==> src/rtl/fifo_pkg.sv <==
// Shared sizing helpers and read-mode constants for the synchronous FIFO family.
package fifo_pkg;

    localparam int MODE_STD  = 0;
    localparam int MODE_FWFT = 1;

    function automatic int ptr_w(input int depth);
        return $clog2(depth);
    endfunction

    // One extra bit so the count can represent a completely full FIFO.
    function automatic int cnt_w(input int depth);
        return $clog2(depth) + 1;
    endfunction

endpackage

==> src/rtl/fifo_mem_dp.sv <==
// Purpose: WIDTH x DEPTH storage, synchronous write, asynchronous read (distributed RAM).
// Latency: write visible on the read port the cycle after the write edge; read is combinational.
// Backpressure: none; the caller gates wr_en.
module fifo_mem_dp
    import fifo_pkg::*;
#(
    parameter int WIDTH = 8,
    parameter int DEPTH = 16
) (
    input  logic                    clk,
    input  logic                    wr_en,
    input  logic [ptr_w(DEPTH)-1:0] wr_addr,
    input  logic [WIDTH-1:0]        wr_dat,
    input  logic [ptr_w(DEPTH)-1:0] rd_addr,
    output logic [WIDTH-1:0]        rd_dat
);

    logic [WIDTH-1:0] mem [DEPTH];

    always_ff @(posedge clk) begin
        if (wr_en) begin
            mem[wr_addr] <= wr_dat;
        end
    end

    assign rd_dat = mem[rd_addr];

endmodule

==> src/rtl/fifo_sync_param.sv <==
// Purpose: parametrised single-clock FIFO with thresholds, sticky errors, flush and FWFT option.
// Latency: standard mode data 1 cycle after rd_en edge; FWFT head visible 1 cycle after write.
// Backpressure: writes dropped when full, reads dropped when empty; both flagged sticky.
module fifo_sync_param
    import fifo_pkg::*;
#(
    parameter int WIDTH    = 8,
    parameter int DEPTH    = 16,
    parameter int AF_LEVEL = DEPTH - 2,
    parameter int AE_LEVEL = 2,
    parameter int FWFT     = MODE_STD
) (
    input  logic                    clk,
    input  logic                    rst_n,
    input  logic                    clr,
    input  logic [WIDTH-1:0]        buf_in,
    input  logic                    wr_en,
    input  logic                    rd_en,
    output logic [WIDTH-1:0]        buf_out,
    output logic                    buf_empty,
    output logic                    buf_full,
    output logic                    almost_empty,
    output logic                    almost_full,
    output logic [cnt_w(DEPTH)-1:0] fifo_counter,
    output logic                    overflow,
    output logic                    underflow
);

    localparam int PTR_W = ptr_w(DEPTH);
    localparam int CNT_W = cnt_w(DEPTH);

    generate
        if (WIDTH < 1 || DEPTH < 4 || (DEPTH & (DEPTH - 1)) != 0) begin : g_bad_size
            $fatal(1, "fifo_sync_param: WIDTH must be >=1 and DEPTH a power of two >=4");
        end
        if (AE_LEVEL < 0 || AE_LEVEL >= AF_LEVEL || AF_LEVEL > DEPTH) begin : g_bad_thr
            $fatal(1, "fifo_sync_param: need 0 <= AE_LEVEL < AF_LEVEL <= DEPTH");
        end
    endgenerate

    logic [PTR_W-1:0] wr_ptr;
    logic [PTR_W-1:0] rd_ptr;
    logic [WIDTH-1:0] rd_dat;
    logic             wr_acc;
    logic             rd_acc;
    logic             flush;

    assign flush  = !rst_n || clr;
    assign wr_acc = wr_en && !buf_full;
    assign rd_acc = rd_en && !buf_empty;

    assign buf_empty    = (fifo_counter == '0);
    assign buf_full     = (fifo_counter == CNT_W'(DEPTH));
    assign almost_empty = (fifo_counter <= CNT_W'(AE_LEVEL));
    assign almost_full  = (fifo_counter >= CNT_W'(AF_LEVEL));

    fifo_mem_dp #(
        .WIDTH (WIDTH),
        .DEPTH (DEPTH)
    ) u_mem (
        .clk     (clk),
        .wr_en   (wr_acc && !flush),
        .wr_addr (wr_ptr),
        .wr_dat  (buf_in),
        .rd_addr (rd_ptr),
        .rd_dat  (rd_dat)
    );

    always_ff @(posedge clk) begin
        if (flush) begin
            wr_ptr       <= '0;
            rd_ptr       <= '0;
            fifo_counter <= '0;
            overflow     <= 1'b0;
            underflow    <= 1'b0;
        end else begin
            if (wr_acc) begin
                wr_ptr <= wr_ptr + PTR_W'(1);
            end
            if (rd_acc) begin
                rd_ptr <= rd_ptr + PTR_W'(1);
            end
            case ({wr_acc, rd_acc})
                2'b10:   fifo_counter <= fifo_counter + CNT_W'(1);
                2'b01:   fifo_counter <= fifo_counter - CNT_W'(1);
                default: fifo_counter <= fifo_counter;
            endcase
            if (wr_en && buf_full) begin
                overflow <= 1'b1;
            end
            if (rd_en && buf_empty) begin
                underflow <= 1'b1;
            end
        end
    end

    // FWFT shows the head word directly; standard mode registers it on each accepted read.
    generate
        if (FWFT == MODE_FWFT) begin : g_fwft
            assign buf_out = buf_empty ? '0 : rd_dat;
        end else begin : g_std
            always_ff @(posedge clk) begin
                if (flush) begin
                    buf_out <= '0;
                end else if (rd_acc) begin
                    buf_out <= rd_dat;
                end
            end
        end
    endgenerate

endmodule
==> config.mk <==
export PLATFORM = sky130hd
export DESIGN_NAME = fifo_sync_param
export DESIGN_NICKNAME = d
export VERILOG_FILES = /design/src/rtl/fifo_pkg.sv /design/src/rtl/fifo_mem_dp.sv /design/src/rtl/fifo_sync_param.sv
export SDC_FILE = /design/constraint.sdc
export NUM_CORES = 1
export LEC_CHECK = 0
export CORE_ASPECT_RATIO = 0.9
export CORE_MARGIN = 3
export CORE_UTILIZATION = 45
export CTS_BUF_LIST = sky130_fd_sc_hd__clkbuf_8
export DETAILED_ROUTE_END_ITERATION = 16
export GPL_TIMING_DRIVEN = 0
export PLACE_DENSITY = 0.65
export SYNTH_ARGS = -nofsm -noshare
export SYNTH_HDL_FRONTEND = slang
export SYNTH_SLANG_ARGS = --single-unit
==> constraint.sdc <==
create_clock -name clk -period 2.4 [get_ports clk]
set_input_delay 0.36 -clock clk [delete_from_list [all_inputs] [get_ports clk]]
set_output_delay 0.36 -clock clk [all_outputs]
set_load 0.1 [all_outputs]
==> flow_metrics.py <==
metrics = {
    "floorplan": {
        "num_rows": 39,
        "ios": 32,
        "core_mm2": 0.0130,
        "dieArea_mm2": 0.0151,
        "die_h_um": 117,
        "die_w_um": 129,
        "initial_utilization": 0.472,
    },
    "global_routing": {
        "antenna_found_initial": 0,
        "grt_pass1_vias": 3534,
        "grt_overflow": 0,
        "grt_usage": 0.175,
        "grt_pass1_wl_um": 19300,
        "grt_max_degree": 17,
    },
    "power_and_ir_drop": {
        "power_frac_seq": 0.577,
        "intPower_uw": 3770,
        "p_clk_frac": 0.360,
        "max-vdd-ir-drop_v": 0.000459,
        "power_uw": 4960,
        "leakage_uw": 0.00236,
        "swShare": 0.239,
        "p_sw_uw": 1190,
        "powerDensity_mw_per_mm2": 689,
        "combPwrFrac": 0.063,
    },
    "setup_path": {
        "crit_family": "simple AND/OR/NAND/NOR gates",
        "critical-path-slowest-cell": "dfxtp_4",
        "path_max_fanout": 4,
        "crit_chain": "nor4_4 > buf_4 > a21boi_4 > inv_2 > ha_4 > inv_2 > fa_2 > nor2b_2 > o21ai_2 > nor4b_2 > or3_1 > a21oi_2",
        "regToRegSetupSlack_ns": -0.07,
        "crit_path_start_kind": "flop",
        "critPathKind": "reg -> reg",
        "end_kind": "flop",
        "critPathArrivalTime_ns": 2.83,
        "max_stage_delay_ns": 0.36,
        "cpMostUsedCell": "inv_2",
        "required_ns": 2.77,
        "critPathBufInv": 3,
    },
    "layout": {
        "design_area_mm2": 0.00721,
        "syn_to_final_growth_pct": 17.6,
        "layout-drive-gt1-share": 0.219,
        "layout_commonest_cell": "edfxtp_1",
        "fillers": 1052,
        "antenna_cells": 0,
        "fin_cells": 617,
        "layout_common_cells": "edfxtp_1, nor2_1, mux2i_1",
        "nNetsFinal": 464,
    },
    "sta": {
        "finalSetupTns_ns": -0.0674,
        "rsz0062_at_grt": "true",
        "slew_violations": 0,
        "period_share": 1.03,
        "whs_ns": 0.473,
        "final-setup-viol-count": 1,
        "fin_ws_ns": -0.0674,
        "fin_skew_ns": 0.0158,
        "tightest_slew_ns": 1.02,
        "fmax_mhz": 405,
        "finalHoldViolations": 0,
        "slew_headroom": 0.319,
        "fin_crit_ns": 2.47,
    },
    "synth": {
        "ys_seq_elements": 151,
        "syn_area_per_cell_um2": 16.3,
        "yosysUniqueCellTypes": 46,
        "syn_inst": 377,
        "async_reset_ff_frac": 0,
        "ys.flop_type": "edfxtp_1",
        "ys_warn_count": 0,
        "synth_edf_count": 128,
        "ys_seq_area_frac": 0.702,
        "syn-num-nets": 400,
        "synth.cell_area_mm2": 0.00613,
    },
    "routing": {
        "antenna_left": 0,
        "detail_route.wl_per_cell_um": 19.7,
        "drt_first_pass_iters": 4,
        "drt_iter0_drc": 231,
        "totalWireLength_um": 12100,
        "vias": 3404,
        "vias_per_cell": 5.52,
        "drc": 0,
    },
    "cts": {
        "cts_hold_buf": 0,
        "cts_buffer_depth": 2,
        "cts_buffers": 17,
        "clk_latency_ns": 0.45,
        "cts.clk_slew.worst_paths_ns": 0.08,
        "cts_root_buf": "clkbuf_8",
        "htreeDepth": 4,
        "cts_tree": "yes",
        "cts.sinks": 151,
    },
    "hold_path": {
        "min_path_type": "reg -> reg",
    },
    "placement": {
        "numPortBuffers": 31,
        "dpl.hpwl_um": 8220,
        "place_inst": 572,
        "gp_congestion": 0.835,
        "placed_area_mm2": 0.00672,
    },
    "flow_run": {
        "max_cap_viol_count": 0,
    },
    "status": {
        "violations": "negative setup slack",
        "outcome": "finished with violations",
    },
}
==> per-layer routing <==
layer	up-vias	GRT usage	part of all wire
met5	-	0	0
met4	0	0.0616	0.0086
met3	9	0.0430	0.064
met2	102	0.282	0.48
met1	1704	0.234	0.44
li1	1589	-	-
==> tightest hold or removal path, stage by stage, from the launching register on <==
cell     delay, ns
dfxtp_1       0.33
a21oi_1       0.04
nor2_1        0.07
==> power by group through the flow <==
stage	sequential (µW)	clock [µW]	combinational, µW
finish	2860	1790	313
global route	2860	1930	337
CTS	2860	1820	313
detailed placement	2920	0	293
global placement	2920	0	285
floorplan	2980	0	132
==> logic make-up (layout without fill, tap and decap cells) <==
kind of cell,Yosys count,count (layout),synth area share
muxes,49,49,0.116
DFF,151,151,0.702
adders and majority gates,10,10,0.0216
buffers and inverters,27,103,0.0302
AOI/OAI and AO/OA,53,53,0.0561
and+or+nand+nor,79,79,0.0629
xor gates and xnor gates,8,8,0.0114
==> state kept, by name, summed over array words and instances (netlist names) <==
| signal | cells |
|---|---|
| buf_out | 8 |
| overflow | 1 |
| fifo_counter | 5 |
| underflow | 1 |
| rd_ptr | 4 |
| u_mem.mem | 128 |
| wr_ptr | 4 |
==> final cells by class <==
cell class | count | area (µm²) | area share
Multi-Input combinational cell | 199 | 1710 | 0.238
Clock buffer | 17 | 234 | 0.0325
Clock inverter | 14 | 125 | 0.0174
Inverter | 8 | 30.0 | 0.00417
Buffer | 19 | 161 | 0.0224
Timing Repair Buffer | 45 | 415 | 0.0576
Tap cell | 164 | 205 | 0.0285
Sequential cell | 151 | 4320 | 0.600
==> synth_stat cells (4+ instances only) <==
cell type,instances,share of area
xor2_1,6,0.0086
buf_6,4,0.0073
o21ai_0,10,0.0082
ha_1,9,0.018
mux4_1,4,0.017
a31oi_1,7,0.0071
clkbuf_1,4,0.0024
o22ai_1,14,0.014
edfxtp_1,128,0.63
nand2_1,9,0.0055
nand3_1,4,0.0033
inv_1,8,0.0049
nor2_1,43,0.026
dfxtp_1,23,0.075
mux2i_1,30,0.049
buf_2,4,0.0033
a22oi_1,7,0.0086
a21oi_1,8,0.0065
mux4_2,12,0.044
nand4_1,4,0.0041
==> through the flow <==
stage | util | setup WS, ns
6_report | 0.555 | -0.0674
5_1_grt | 0.555 | -0.159
4_1_cts | 0.551 | -0.00863
3_5_place_dp | 0.518 | -0.378
3_3_place_gp | 0.518 | -0.364
2_1_floorplan | - | -0.0631
==> final timing paths <==
check / startpoint / endpoint / cells after the start
worst max-delay path: fifo_counter[3] / fifo_counter[4] / 12
worst min-delay path: overflow / overflow / 2
worst max register to register: fifo_counter[3] / fifo_counter[4] / 12
worst min register to register: overflow / overflow / 2
==> what timing repair did <==
action | 4_1_cts | 5_1_grt
resized for setup | 11 | 13
setup buffers | 10 | 4
endpoints found under the hold margin | 0 | 0
cloned | 0 | 0
pin swaps | 4 | 5
setup endpoints to repair | 5 | 7
Note: power is estimated with default switching activity, not from simulation.
